--- src/rtl/result_collector_if.sv ---
// Handshake bundle between the arithmetic units, a requester and the result consumer.
// The requester/test side drives through master; the collector sits on slave.
interface result_collector_if #(
  parameter int WIDTH = 8,
  parameter int CNT_W = 8
);
  logic                    start;
  logic [1:0]              op_sel;
  logic signed [WIDTH-1:0] addsub_res;
  logic                    addsub_ovf;
  logic                    addsub_valid;
  logic signed [WIDTH-1:0] muldiv_res;
  logic                    muldiv_err;
  logic                    muldiv_valid;
  logic                    out_ready;
  logic                    clr_sticky;
  logic                    busy;
  logic                    out_valid;
  logic signed [WIDTH-1:0] sel_res;
  logic                    ovf_flag;
  logic                    muldiv_err_flag;
  logic                    timeout_flag;
  logic                    sticky_ovf;
  logic                    sticky_err;
  logic [CNT_W-1:0]        op_count;

  modport master (
    output start, op_sel, addsub_res, addsub_ovf, addsub_valid,
           muldiv_res, muldiv_err, muldiv_valid, out_ready, clr_sticky,
    input  busy, out_valid, sel_res, ovf_flag, muldiv_err_flag,
           timeout_flag, sticky_ovf, sticky_err, op_count
  );

  modport slave (
    input  start, op_sel, addsub_res, addsub_ovf, addsub_valid,
           muldiv_res, muldiv_err, muldiv_valid, out_ready, clr_sticky,
    output busy, out_valid, sel_res, ovf_flag, muldiv_err_flag,
           timeout_flag, sticky_ovf, sticky_err, op_count
  );
endinterface

--- src/rtl/result_collector.sv ---
// Registers the selected arithmetic unit's result; start-to-out_valid is 2 cycles minimum,
// TIMEOUT+1 on abort. The result is held in HOLD until out_ready; start is ignored unless IDLE.
module result_collector #(
  parameter int WIDTH   = 8,
  parameter int TIMEOUT = 32,
  parameter int CNT_W   = 8
) (
  input logic               clk,
  input logic               rst,
  result_collector_if.slave bus
);

  localparam int TMR_W = (TIMEOUT > 1) ? $clog2(TIMEOUT) : 1;
  localparam logic [TMR_W-1:0] TMR_MAX = TMR_W'(TIMEOUT - 1);

  typedef enum logic [1:0] {
    S_IDLE = 2'b00,
    S_WAIT = 2'b01,
    S_HOLD = 2'b10
  } state_t;

  state_t state, state_nxt;

  logic [1:0]              op_q;
  logic [TMR_W-1:0]        timer;
  logic signed [WIDTH-1:0] sel_res_q;
  logic                    ovf_q;
  logic                    err_q;
  logic                    tmo_q;
  logic                    sticky_ovf_q;
  logic                    sticky_err_q;
  logic [CNT_W-1:0]        count_q;

  logic is_muldiv;
  logic sel_vld;
  logic accept;
  logic take;
  logic abort;
  logic tick;
  logic handoff;

  // op_q[1] distinguishes mul/div (10, 11) from add/sub (00, 01)
  assign is_muldiv = op_q[1];
  assign sel_vld   = is_muldiv ? bus.muldiv_valid : bus.addsub_valid;

  always_ff @(posedge clk or posedge rst) begin
    if (rst) state <= S_IDLE;
    else     state <= state_nxt;
  end

  always_comb begin
    state_nxt = state;
    accept    = 1'b0;
    take      = 1'b0;
    abort     = 1'b0;
    tick      = 1'b0;
    handoff   = 1'b0;
    case (state)
      S_IDLE: begin
        if (bus.start) begin
          accept    = 1'b1;
          state_nxt = S_WAIT;
        end
      end
      S_WAIT: begin
        // a valid in the timer's last cycle still wins over the abort
        if (sel_vld) begin
          take      = 1'b1;
          state_nxt = S_HOLD;
        end else if (timer == TMR_MAX) begin
          abort     = 1'b1;
          state_nxt = S_HOLD;
        end else begin
          tick = 1'b1;
        end
      end
      S_HOLD: begin
        if (bus.out_ready) begin
          handoff   = 1'b1;
          state_nxt = S_IDLE;
        end
      end
      default: state_nxt = S_IDLE;
    endcase
  end

  always_ff @(posedge clk or posedge rst) begin
    if (rst) begin
      op_q         <= 2'b00;
      timer        <= '0;
      sel_res_q    <= '0;
      ovf_q        <= 1'b0;
      err_q        <= 1'b0;
      tmo_q        <= 1'b0;
      sticky_ovf_q <= 1'b0;
      sticky_err_q <= 1'b0;
      count_q      <= '0;
    end else begin
      if (accept) begin
        op_q  <= bus.op_sel;
        timer <= '0;
      end else if (tick) begin
        timer <= timer + TMR_W'(1);
      end

      if (take) begin
        sel_res_q <= is_muldiv ? bus.muldiv_res : bus.addsub_res;
        ovf_q     <= ~is_muldiv & bus.addsub_ovf;
        err_q     <= is_muldiv & bus.muldiv_err;
        tmo_q     <= 1'b0;
      end else if (abort) begin
        sel_res_q <= '0;
        ovf_q     <= 1'b0;
        err_q     <= 1'b0;
        tmo_q     <= 1'b1;
      end

      if (handoff) count_q <= count_q + CNT_W'(1);

      // clear is applied first so a same-cycle handoff event survives
      sticky_ovf_q <= (sticky_ovf_q & ~bus.clr_sticky) | (handoff & ovf_q);
      sticky_err_q <= (sticky_err_q & ~bus.clr_sticky) | (handoff & (err_q | tmo_q));
    end
  end

  assign bus.busy            = (state == S_WAIT);
  assign bus.out_valid       = (state == S_HOLD);
  assign bus.sel_res         = sel_res_q;
  assign bus.ovf_flag        = ovf_q;
  assign bus.muldiv_err_flag = err_q;
  assign bus.timeout_flag    = tmo_q;
  assign bus.sticky_ovf      = sticky_ovf_q;
  assign bus.sticky_err      = sticky_err_q;
  assign bus.op_count        = count_q;

endmodule

--- src/flat_wrapper.sv ---
// flat-port wrapper written by rule: the top's interface ports become plain ports
module result_collector_flat 
#(
  parameter int WIDTH   = 8,
  parameter int TIMEOUT = 32,
  parameter int CNT_W   = 8
)
  (clk, rst, bus_start, bus_op_sel, bus_addsub_res, bus_addsub_ovf, bus_addsub_valid, bus_muldiv_res, bus_muldiv_err, bus_muldiv_valid, bus_out_ready, bus_clr_sticky, bus_busy, bus_out_valid, bus_sel_res, bus_ovf_flag, bus_muldiv_err_flag, bus_timeout_flag, bus_sticky_ovf, bus_sticky_err, bus_op_count);
  result_collector_if #(.WIDTH(WIDTH), .CNT_W(CNT_W)) bus_i ();
  input logic clk;
  input logic rst;
  input wire logic [$bits(bus_i.start)-1:0] bus_start;
  input wire logic [$bits(bus_i.op_sel)-1:0] bus_op_sel;
  input wire logic [$bits(bus_i.addsub_res)-1:0] bus_addsub_res;
  input wire logic [$bits(bus_i.addsub_ovf)-1:0] bus_addsub_ovf;
  input wire logic [$bits(bus_i.addsub_valid)-1:0] bus_addsub_valid;
  input wire logic [$bits(bus_i.muldiv_res)-1:0] bus_muldiv_res;
  input wire logic [$bits(bus_i.muldiv_err)-1:0] bus_muldiv_err;
  input wire logic [$bits(bus_i.muldiv_valid)-1:0] bus_muldiv_valid;
  input wire logic [$bits(bus_i.out_ready)-1:0] bus_out_ready;
  input wire logic [$bits(bus_i.clr_sticky)-1:0] bus_clr_sticky;
  output wire logic [$bits(bus_i.busy)-1:0] bus_busy;
  output wire logic [$bits(bus_i.out_valid)-1:0] bus_out_valid;
  output wire logic [$bits(bus_i.sel_res)-1:0] bus_sel_res;
  output wire logic [$bits(bus_i.ovf_flag)-1:0] bus_ovf_flag;
  output wire logic [$bits(bus_i.muldiv_err_flag)-1:0] bus_muldiv_err_flag;
  output wire logic [$bits(bus_i.timeout_flag)-1:0] bus_timeout_flag;
  output wire logic [$bits(bus_i.sticky_ovf)-1:0] bus_sticky_ovf;
  output wire logic [$bits(bus_i.sticky_err)-1:0] bus_sticky_err;
  output wire logic [$bits(bus_i.op_count)-1:0] bus_op_count;
  assign bus_i.start = bus_start;
  assign bus_i.op_sel = bus_op_sel;
  assign bus_i.addsub_res = bus_addsub_res;
  assign bus_i.addsub_ovf = bus_addsub_ovf;
  assign bus_i.addsub_valid = bus_addsub_valid;
  assign bus_i.muldiv_res = bus_muldiv_res;
  assign bus_i.muldiv_err = bus_muldiv_err;
  assign bus_i.muldiv_valid = bus_muldiv_valid;
  assign bus_i.out_ready = bus_out_ready;
  assign bus_i.clr_sticky = bus_clr_sticky;
  assign bus_busy = bus_i.busy;
  assign bus_out_valid = bus_i.out_valid;
  assign bus_sel_res = bus_i.sel_res;
  assign bus_ovf_flag = bus_i.ovf_flag;
  assign bus_muldiv_err_flag = bus_i.muldiv_err_flag;
  assign bus_timeout_flag = bus_i.timeout_flag;
  assign bus_sticky_ovf = bus_i.sticky_ovf;
  assign bus_sticky_err = bus_i.sticky_err;
  assign bus_op_count = bus_i.op_count;
  result_collector #(.WIDTH(WIDTH), .TIMEOUT(TIMEOUT), .CNT_W(CNT_W)) u_core (.clk(clk), .rst(rst), .bus(bus_i));
endmodule
--- config.mk ---
export PLATFORM = sky130hd
export DESIGN_NAME = result_collector_flat
export DESIGN_NICKNAME = d
export VERILOG_FILES = /design/src/rtl/result_collector_if.sv /design/src/rtl/result_collector.sv /design/src/flat_wrapper.sv
export SDC_FILE = /design/constraint.sdc
export NUM_CORES = 1
export LEC_CHECK = 0
export ABC_AREA = 1
export ABC_CLOCK_PERIOD_IN_PS = 1900
export BUFFER_PORTS_ARGS = -buffer_cell sky130_fd_sc_hd__buf_2
export CAP_MARGIN = 20
export CORE_MARGIN = 5
export CORE_UTILIZATION = 35
export CTS_BUF_LIST = sky130_fd_sc_hd__clkbuf_4
export DETAILED_ROUTE_END_ITERATION = 6
export HOLD_SLACK_MARGIN = 0.12
export SYNTH_ARGS = -nofsm -noshare
export SYNTH_HDL_FRONTEND = slang
export SYNTH_SLANG_ARGS = --single-unit
export TNS_END_PERCENT = 10
--- constraint.sdc ---
create_clock -name clk -period 1.9 [get_ports clk]
set_input_delay 0.095 -clock clk [delete_from_list [all_inputs] [get_ports clk]]
set_output_delay 0.095 -clock clk [all_outputs]
set_load 0.02 [all_outputs]
==> reports/results.ini, run 1 <==
[clock_tree]
cts_tree=built
clock_path_buffers=2
cts_root_buffer=clkbuf_4
cts-buffers-inserted=5
htreeDepth=2
clock_sinks=29
clkLatencyLatePin_ns=0.32
cts_setup_buffers=0
clk_pin_slew_worst_paths_ns=0.09

[worst_setup_path]
reg2reg_depth=9
critPathRequiredTime_ns=2.09
cp_slowest_cell=dfrtp_1
crit_end=u_core.bus.timeout_flag
reg2reg_setup_slack_ns=0.27
timing.rr.start=u_core.timer[0]
startpoint=u_core.timer[0]
worst_ep_arrival_time_ns=1.82
path_buf_inv=2
cp.depth=9
critPathKind=reg -> reg
r2r_end=u_core.bus.timeout_flag
path_delay_family=flip-flops
critPathLaunchType=register
crit_path_end_kind=register
cp_cell_sequence=ha_1 -> nand2_1 -> nor2_1 -> ha_1 -> inv_1 -> nand3_1 -> nand2_1 -> buf_4 -> a21oi_1
slowest_delay_ns=0.43
cp_max_fo=5

[sta]
setup_viol=0
hold_ws_ns=0.215
period_share_pct=85.7
rsz0062_at_grt=no
worst_slew_pin_slew_ns=0.467
fin_skew_ns=0.0112
setup-tns-final_ns=0
slew_headroom_pct=68.9
timing.final.max_slew_violations=0
period_minus_slack_ns=1.63
finalHoldViolCount=0
max_freq_mhz=614

[synthesis]
ys_seq_elements=29
syn_nets=225
syn-instance-count=195
mappedNetlistArea_mm2=0.00150
synth_cell_type_count=22
synth_seq_area_share_pct=48.3
postSynthAreaPerCell_um2=7.71
ys.warnings.count=0

[floorplanning]
rows=23
fp.dieW_um=75.5
fp.dieH_um=75.5
dieArea_mm2=0.00570
start_util_pct=36.8
core_area_mm2=0.00409
top_level_ports=50

[finish]
nets=302
diodes=0
drive_above_1_share_pct=24.9
syn2layout_area_growth_pct=37.8

[routing]
viasPerCell=4.43
first_pass_iters=4
maxUsedRoutingLayer=met4
postRouteAntennaNets=0
met1Wirelength_um=1420
wl_per_cell_um=10.4
wl_met2_um=1670
wl_met3_um=242
drt_wl_total_um=3370
vias=1430
first_iter_violations=26
route.detailed.drc=0

[global_routing]
grt_max_degree=30
grt_pass1_wl_um=5840
antenna_found_initial=0
track_usage_pct=13.3
gr-total-overflow=0
grt_pass1_vias=1385

[power_and_ir_drop]
clock_power_share_pct=13.1
power.internal_uw=1450
p_leak_uw=0.00119
seqPwrFrac_pct=37.8
irDropWorstVdd_mv=0.489
switching_power_uw=1160
powerDensity_mw_per_mm2=1260
switching_share_pct=44.3
power_frac_comb_pct=49.0

[job]
cap_violations=0

[place]
place_hpwl_um=2400
numPortBuffers=48
gp_congestion=0.814

[min_path]
hold_path_class=in -> reg

[outcome]
status=finished clean

[layout by cell type (no fill, tap or decap)]
| cell type | synthesis | routed |
|---|---|---|
| a21oi_1 | 2 | 2 |
| buf_2 | 1 | 48 |
| buf_4 | 2 | 5 |
| clkbuf_4 | 0 | 5 |
| clkinv_1 | 0 | 2 |
| clkinv_2 | 0 | 1 |
| dfrtp_1 | 29 | 29 |
| dlygate4sd3_1 | 0 | 22 |
| ha_1 | 3 | 3 |
| inv_1 | 19 | 19 |
| inv_2 | 2 | 2 |
| nand2_1 | 95 | 95 |
| nand2_2 | 1 | 1 |
| nand3_1 | 15 | 15 |
| nand3_2 | 1 | 1 |
| nand3_4 | 1 | 1 |
| nand3b_1 | 2 | 2 |
| nand4_1 | 2 | 2 |
| nor2_1 | 6 | 6 |
| nor2_2 | 2 | 2 |
| nor2_4 | 2 | 2 |
| o21ai_0 | 3 | 3 |
| o31ai_1 | 1 | 1 |
| xnor2_1 | 1 | 1 |
| xor2_1 | 3 | 3 |
[cell usage after synthesis]
master / number / share of area (%)
o21ai_0: 3 / 1.0
a21oi_1: 2 / 0.67
ha_1: 3 / 2.5
xor2_1: 3 / 1.7
nand4_1: 2 / 0.83
xnor2_1: 1 / 0.58
nand2_2: 1 / 0.42
buf_4: 2 / 1.0
nand3_4: 1 / 1.2
buf_2: 1 / 0.33
inv_2: 2 / 0.50
nor2_1: 6 / 1.5
nand2_1: 95 / 24
nor2_4: 2 / 1.5
nand3_1: 15 / 5.0
buf_6: 2 / 1.5
nor2_2: 2 / 0.83
inv_1: 19 / 4.7
nand3b_1: 2 / 1.0
o31ai_1: 1 / 0.50
nand3_2: 1 / 0.67
dfrtp_1: 29 / 48
[worst min path at each step]
| stage | start | endpoint | slack, ns | depth (start not counted) |
|---|---|---|---|---|
| global route | bus_addsub_valid | u_core.timer[1] | 0.24 | 6 |
| CTS | bus_addsub_valid | u_core.timer[2] | 0.19 | 6 |
| detailed placement | rst | u_core.bus.sticky_err | 0.19 | 3 |
| finish | bus_addsub_valid | u_core.timer[1] | 0.22 | 6 |
| floorplan | rst | u_core.bus.muldiv_err_flag | 0.17 | 1 |
| global placement | rst | u_core.bus.sticky_err | 0.18 | 3 |
[per-layer routing]
layer | vias to the layer above | global-route usage, %
met1 | 634 | 15.3
met5 | - | 0
li1 | 748 | -
met2 | 42 | 23.3
met4 | 0 | 5.24
met3 | 6 | 3.83
[through the flow]
stage / worst slack, ns / power [uW] / util, % / instances / area (um2)
6_report: 0.272 / 2610 / 50.7 / 323 / 2070
5_1_grt: 0.121 / 2840 / 50.7 / 323 / 2070
4_1_cts: 0.268 / 2650 / 50.7 / 323 / 2070
3_5_place_dp: 0.299 / 2170 / 44.1 / 293 / 1800
3_3_place_gp: 0.299 / 2160 / 44.1 / 293 / 1800
2_1_floorplan: 0.403 / 1830 / - / 195 / 1500
[power by group through the flow]
stage | Clock [uW] | Combinational, uW | Sequential [uW]
after floorplan | 0 | 659 | 1180
after global placement | 0 | 1170 | 996
after detailed placement | 0 | 1180 | 995
after CTS | 370 | 1290 | 988
after global routing | 389 | 1430 | 1020
final | 343 | 1280 | 988
[logic make-up after synthesis]
family / synth area share, %
AOI/OAI and AO/OA: 2.16
adders and majority gates: 2.50
and+or+nand+nor: 36.6
xor gates and xnor gates: 2.33
DFF: 48.3
buffers and inverters: 8.08
[flip-flops by register name, indices dropped and copies added (netlist names)]
signal	flops
u_core.bus.op_count	8
u_core.bus.sel_res	8
u_core.timer	5
u_core.state	2
u_core.bus.muldiv_err_flag	1
u_core.bus.ovf_flag	1
u_core.bus.sticky_err	1
u_core.bus.sticky_ovf	1
u_core.bus.timeout_flag	1
u_core.op_q	1
[cell type report]
type	count	area (um2)
inverter	21	78.8
clock buffer	5	37.5
fill	386	2020
tap	50	62.6
timing repair buffer	75	498
sequential	29	726
clock inverter	3	12.5
multi-input combinational	140	656
[worst reg2reg max path, delay by kind of cell, from the launching register on]
kind | cells | cell delay (ns)
compound gates | 1 | 0.06
simple gates | 4 | 0.37
fa+ha+maj | 2 | 0.40
flops | 1 | 0.43
buf+inv | 2 | 0.22
[timing repair]
action,in CTS,in global routing
hold buffers,22,0
resized for setup,0,0
endpoints found under the hold margin,44,0
No activity file was read; power rests on OpenSTA's default activity.
==> inputs of run 2 (changes only) <==
CELL_PAD_IN_SITES_DETAIL_PLACEMENT = 1   (was not set)
CELL_PAD_IN_SITES_GLOBAL_PLACEMENT = 1   (was not set)
PLACE_DENSITY_LB_ADDON = 0.1   (was not set)
==> run 2 against run 1 <==
  * Via count increased by 5.2%
  * Clock-buffer cell count increased by 1
  * Combinational power increased by 3%
  * Cell area increased by 1.0%
  * Die area unchanged
  * Non-clock buffer count decreased by 1
  * Critical path type unchanged
==> reports/results.ini, run 2 (synthesis gave the netlist of run 1 again) <==
[floorplanning]
rows=23  ; unchanged
top_level_ports=50  ; unchanged
start_util_pct=36.8  ; unchanged
fp.dieW_um=75.5  ; unchanged
core_area_mm2=0.00409  ; unchanged
fp.dieH_um=75.5  ; unchanged
dieArea_mm2=0.00570  ; unchanged

[clock_tree]
htreeDepth=2  ; unchanged
cts_root_buffer=clkbuf_4  ; unchanged
clock_path_buffers=2  ; unchanged
cts_tree=built  ; unchanged
cts_setup_buffers=0  ; unchanged
clkLatencyLatePin_ns=0.33  ; was 0.32 ns
clk_pin_slew_worst_paths_ns=0.10  ; was 0.09 ns
cts-buffers-inserted=5  ; unchanged
clock_sinks=29  ; unchanged

[place]
dp_slack_ns=0.298  ; was 0.299 ns
placedCellCount=292  ; was 293
gp_congestion=0.790  ; was 0.814
place_hpwl_um=2980  ; was 2400 um
numPortBuffers=48  ; unchanged

[routing]
postRouteAntennaNets=0  ; unchanged
wl_per_cell_um=13.3  ; was 10.4 um
first_iter_violations=39  ; was 26
first_pass_iters=4  ; unchanged
vias=1504  ; was 1430
route.detailed.drc=0  ; unchanged
drt_wl_total_um=4300  ; was 3370 um
viasPerCell=4.67  ; was 4.43

[worst_setup_path]
cp_slowest_cell=dlygate4sd3_1  ; was dfrtp_1
critPathLaunchType=register  ; unchanged
crit_path_end_kind=register  ; unchanged
startpoint=u_core.op_q[1]  ; was u_core.timer[0]
worst_ep_arrival_time_ns=1.90  ; was 1.82 ns
critPathKind=reg -> reg  ; unchanged
cp_max_fo=9  ; was 5
crit_top_cell=nand2_1
cp_cell_sequence=inv_1 -> buf_4 -> nand2_1 -> nand2_1 -> dlygate4sd3_1 -> nand2_1 -> nand2_1  ; was ha_1 -> nand2_1 -> nor2_1 -> ha_1 -> inv_1 -> nand3_1 -> nand2_1 -> buf_4 -> a21oi_1
timing.rr.start=u_core.op_q[1]  ; was u_core.timer[0]
critPathRequiredTime_ns=2.17  ; was 2.09 ns
path_delay_family=buffers and inverters  ; was flip-flops
reg2reg_setup_slack_ns=0.27  ; about the same
path_buf_inv=3  ; was 2
slowest_delay_ns=0.56  ; was 0.43 ns

[sta]
finalHoldViolCount=0  ; unchanged
fin_skew_ns=0.0104  ; was 0.0112 ns
max_freq_mhz=615  ; was 614 MHz
setup_viol=0  ; unchanged
timing.final.max_slew_violations=0  ; unchanged
period_minus_slack_ns=1.63  ; about the same
setup-tns-final_ns=0  ; unchanged
setup_slack_ns=0.274  ; was 0.272 ns
rsz0062_at_grt=no  ; unchanged
period_share_pct=85.6  ; was 85.7%
worst_slew_pin_slew_ns=0.490  ; was 0.467 ns
slew_headroom_pct=67.3  ; was 68.9%

[global_routing]
track_usage_pct=17.3  ; was 13.3%
grt_pass1_wl_um=7380  ; was 5840 um
grt_pass1_vias=1595  ; was 1385
antenna_found_initial=0  ; unchanged
gr-total-overflow=0  ; unchanged
grt_max_degree=30  ; unchanged

[finish]
syn2layout_area_growth_pct=39.2  ; was 37.8%
final_cells=322  ; was 323
final_common_cell=nand2_1  ; unchanged
final_cell_mix=nand2_1, buf_2, dfrtp_1  ; unchanged
drive_above_1_share_pct=25.0  ; was 24.9%
diodes=0  ; unchanged
nets=301  ; was 302

[min_path]
worstHoldStart=bus_muldiv_valid  ; was bus_addsub_valid
hold_path_class=in -> reg  ; unchanged

[power_and_ir_drop]
powerDensity_mw_per_mm2=1360  ; was 1260 mW/mm2
irDropWorstVdd_mv=0.698  ; was 0.489 mV
p_leak_uw=0.00120  ; was 0.00119 uW
p_total_uw=2840  ; was 2610 uW

[outcome]
status=finished clean  ; unchanged

[job]
cap_violations=0  ; unchanged

## run 2: worst paths after layout
kind	end	cells after the start
max in group asynchronous	u_core.bus.sel_res[2]	4
worst min-delay path	u_core.timer[2]	6
worst max-delay path	u_core.bus.sel_res[3]	7
worst max register to register	u_core.bus.sel_res[3]	7
worst min register to register	u_core.bus.sel_res[5]	2
min in group asynchronous	u_core.bus.op_count[4]	4
## run 2: layer usage
metal / vias to the layer above / track usage [%] / wire [um]
met5: - / 0 / 0
met4: 0 / 5.24 / 62
met3: 7 / 3.96 / 202
met2: 31 / 30.8 / 2150
met1: 718 / 20.6 / 1880
li1: 748 / - / -
## run 2: stage by stage
| stage | cell area, um2 | util [%] | hold slack (ns) |
|---|---|---|---|
| detailed placement | 1790 | 43.9 | 0.194 |
| finish | 2090 | 51.2 | 0.213 |
| CTS | 2090 | 51.2 | 0.209 |
| global route | 2090 | 51.2 | 0.276 |
| global placement | 1790 | 43.9 | 0.196 |
| floorplan | 1500 | - | 0.173 |
## run 2: layout make-up
| class | instances | area [um2] |
|---|---|---|
| clock buffers | 6 | 45.0 |
| fillers | 545 | 1990 |
| repair buffers | 74 | 490 |
| clock inverters | 2 | 33.8 |
| inverters | 21 | 78.8 |
| multi-input cells | 140 | 656 |
| well taps | 50 | 62.6 |
| flip-flops and latches | 29 | 726 |
## run 2: repair_timing
action / in CTS / in global routing
resized for setup: 0 / 0
hold buffers: 22 / 0
endpoints found under the hold margin: 44 / 0
## run 2: power breakdown
group	internal, uW	leakage [uW]	switching, uW	total (uW)
clock network	288	0.0000433	226	514
registers	824	0.000375	176	1000
logic	490	0.000779	834	1320
total	1600	0.00120	1240	2840
## run 2: tightest hold or removal path, cell delays in order
cell and delay (ns):
buf_2 0.09, nand2_1 0.05, nand3_1 0.11, nor2_2 0.07, nand3_1 0.06, nand2_1 0.04
==> inputs of run 3 (changes only) <==
==> constraint.sdc (replaced) <==
create_clock -name clk -period 1.9 [get_ports clk]
set_input_delay 0.285 -clock clk [delete_from_list [all_inputs] [get_ports clk]]
set_output_delay 0.285 -clock clk [all_outputs]
set_load 0.02 [all_outputs]
==> run 3 against run 2 <==
  * Cell area is 10% lower
  * Utilization is 5.2 points lower
  * Setup slack better by 0.052 ns
  * Critical path depth is 2 higher
  * Register-to-register slack better by 0.05 ns
  * Sequential power hardly changed
  * Critical endpoint is now u_core.bus.timeout_flag
  * Largest power group unchanged
==> reports/results.ini, run 3 (synthesis gave the netlist of run 1 again) <==
[outcome]
status=finished clean  ; unchanged

[worst_setup_path]
r2r_end=u_core.bus.timeout_flag  ; was u_core.bus.sel_res[3]
startpoint=u_core.timer[0]  ; was u_core.op_q[1]
crit_path_end_kind=register  ; unchanged
critPathRequiredTime_ns=2.10  ; was 2.17 ns
timing.rr.start=u_core.timer[0]  ; was u_core.op_q[1]
cp_slowest_cell=dfrtp_1  ; was dlygate4sd3_1
slowest_delay_ns=0.43  ; was 0.56 ns
critPathLaunchType=register  ; unchanged
cp_cell_sequence=ha_1 -> nand2_1 -> nor2_1 -> ha_1 -> inv_1 -> nand3_1 -> nand2_1 -> buf_12 -> a21oi_1  ; was inv_1 -> buf_4 -> nand2_1 -> nand2_1 -> dlygate4sd3_1 -> nand2_1 -> nand2_1
critPathKind=reg -> reg  ; unchanged
reg2reg_depth=9  ; was 7
cp_max_fo=12  ; was 9
reg2reg_setup_slack_ns=0.33  ; was 0.27 ns
worst_ep_arrival_time_ns=1.78  ; was 1.90 ns

[routing]
wl_per_cell_um=12.6  ; was 13.3 um
drt_wl_total_um=3820  ; was 4300 um
vias=1412  ; was 1504
route.detailed.drc=0  ; unchanged
postRouteAntennaNets=0  ; unchanged
viasPerCell=4.68  ; was 4.67
first_iter_violations=63  ; was 39
first_pass_iters=4  ; unchanged

[floorplanning]
rows=23  ; unchanged
dieArea_mm2=0.00570  ; unchanged
fp.dieH_um=75.5  ; unchanged
top_level_ports=50  ; unchanged
start_util_pct=36.8  ; unchanged
fp.dieW_um=75.5  ; unchanged
core_area_mm2=0.00409  ; unchanged

[place]
dp_slack_ns=0.318  ; was 0.298 ns
place_hpwl_um=2900  ; was 2980 um
gp_congestion=0.739  ; was 0.790
place_area_mm2=0.00181  ; was 0.00179 mm2
numPortBuffers=48  ; unchanged

[power_and_ir_drop]
clock_power_share_pct=15.0  ; was 18.1%
powerDensity_mw_per_mm2=1370  ; was 1360 mW/mm2
irDropWorstVdd_mv=0.733  ; was 0.698 mV
seqPwrFrac_pct=38.4  ; was 35.2%
switching_share_pct=46.3  ; was 43.5%
power_frac_comb_pct=46.6  ; about the same
p_leak_uw=0.00111  ; was 0.00120 uW
switching_power_uw=1200  ; was 1240 uW
power.internal_uw=1390  ; was 1600 uW
p_total_uw=2580  ; was 2840 uW

[clock_tree]
cts_resized=0  ; unchanged
clkLatencyLatePin_ns=0.34  ; was 0.33 ns
htreeDepth=2  ; unchanged
cts-buffers-inserted=5  ; unchanged
clock_path_buffers=2  ; unchanged
holdBufCountCts=2  ; was 22
cts_tree=built  ; unchanged
cts_root_buffer=clkbuf_4  ; unchanged
clock_sinks=29  ; unchanged
cts_setup_buffers=0  ; unchanged
clk_pin_slew_worst_paths_ns=0.10  ; about the same

[sta]
rsz0062_at_grt=no  ; unchanged
max_freq_mhz=635  ; was 615 MHz
setup_slack_ns=0.326  ; was 0.274 ns
period_share_pct=82.9  ; was 85.6%
finalHoldViolCount=0  ; unchanged
slew_headroom_pct=65.0  ; was 67.3%
timing.final.max_slew_violations=0  ; unchanged
setup_viol=0  ; unchanged
worst_slew_pin_slew_ns=0.525  ; was 0.490 ns
setup-tns-final_ns=0  ; unchanged
period_minus_slack_ns=1.57  ; was 1.63 ns
fin_skew_ns=0.0127  ; was 0.0104 ns

[min_path]
hold_path_class=in -> reg  ; unchanged
worstHoldStart=bus_out_ready  ; was bus_muldiv_valid
whs_path_depth=2  ; was 6
whs_endpoint=u_core.state[1]  ; was u_core.timer[2]

[finish]
syn2layout_area_growth_pct=25.1  ; was 39.2%
nets=281  ; was 301
final_common_cell=nand2_1  ; unchanged
final_cell_mix=nand2_1, buf_2, dfrtp_1  ; unchanged
final_area_mm2=0.00188  ; was 0.00209 mm2
diodes=0  ; unchanged
drive_above_1_share_pct=27.4  ; was 25.0%

[global_routing]
antenna_found_initial=0  ; unchanged
grt_pass1_wl_um=6690  ; was 7380 um
gr-total-overflow=0  ; unchanged
grt_max_degree=30  ; unchanged
grt_pass1_vias=1466  ; was 1595
track_usage_pct=15.5  ; was 17.3%

[job]
cap_violations=0  ; unchanged

## run 3: cell types whose count changed in the layout (fill, tap and decap cells not counted), sizes merged
cell | before | now
bufinv | 1 | 0
clkinv | 1 | 2
dlygate4sd3 | 22 | 2
## run 3: layout make-up
type                       instances  area, um2
inverter                          21       78.8
clock buffer                       6       45.0
sequential                        29        726
clock inverter                     2       10.0
timing repair buffer              54        303
multi-input combinational        140        656
fill                             552       2210
tap                               50       62.6
## run 3: layer usage
| metal | GRT usage, % | wire length (um) | up-vias |
|---|---|---|---|
| met2 | 25.0 | 1740 | 30 |
| li1 | - | - | 707 |
| met5 | 0 | 0 | - |
| met1 | 19.8 | 1780 | 668 |
| met4 | 5.24 | 64 | 0 |
| met3 | 4.62 | 239 | 7 |
## run 3: metrics by stage
stage          util (%)  instances  hold slack [ns]
6_report           46.0        302            0.169
5_1_grt            46.0        302            0.157
4_1_cts            46.0        302            0.152
3_5_place_dp       44.2        292            0.390
3_3_place_gp       44.2        292            0.384
2_1_floorplan         -        195            0.363
## run 3: worst max-delay path: cells and delay by family, from the launching register on
family          cells  cell delay [ns]
fa+ha+maj           2             0.41
compound gates      1             0.06
simple gates        4             0.35
buf+inv             2             0.21
flops               1             0.43
## run 3: worst max path at each step
stage | endpoint | slack (ns)
6_report | u_core.bus.timeout_flag | 0.33
5_1_grt | u_core.timer[3] | 0.19
4_1_cts | u_core.timer[2] | 0.31
3_5_place_dp | u_core.timer[3] | 0.32
3_3_place_gp | u_core.timer[3] | 0.33
2_1_floorplan | u_core.state[1] | 0.40
## run 3: power groups by stage
stage               combinational (uW)  clock [uW]  sequential [uW]
global placement                  1210           0             1000
floorplan                          659           0             1180
CTS                               1240         409              997
finish                            1200         389              992
global route                      1370         431             1030
detailed placement                1230           0             1010
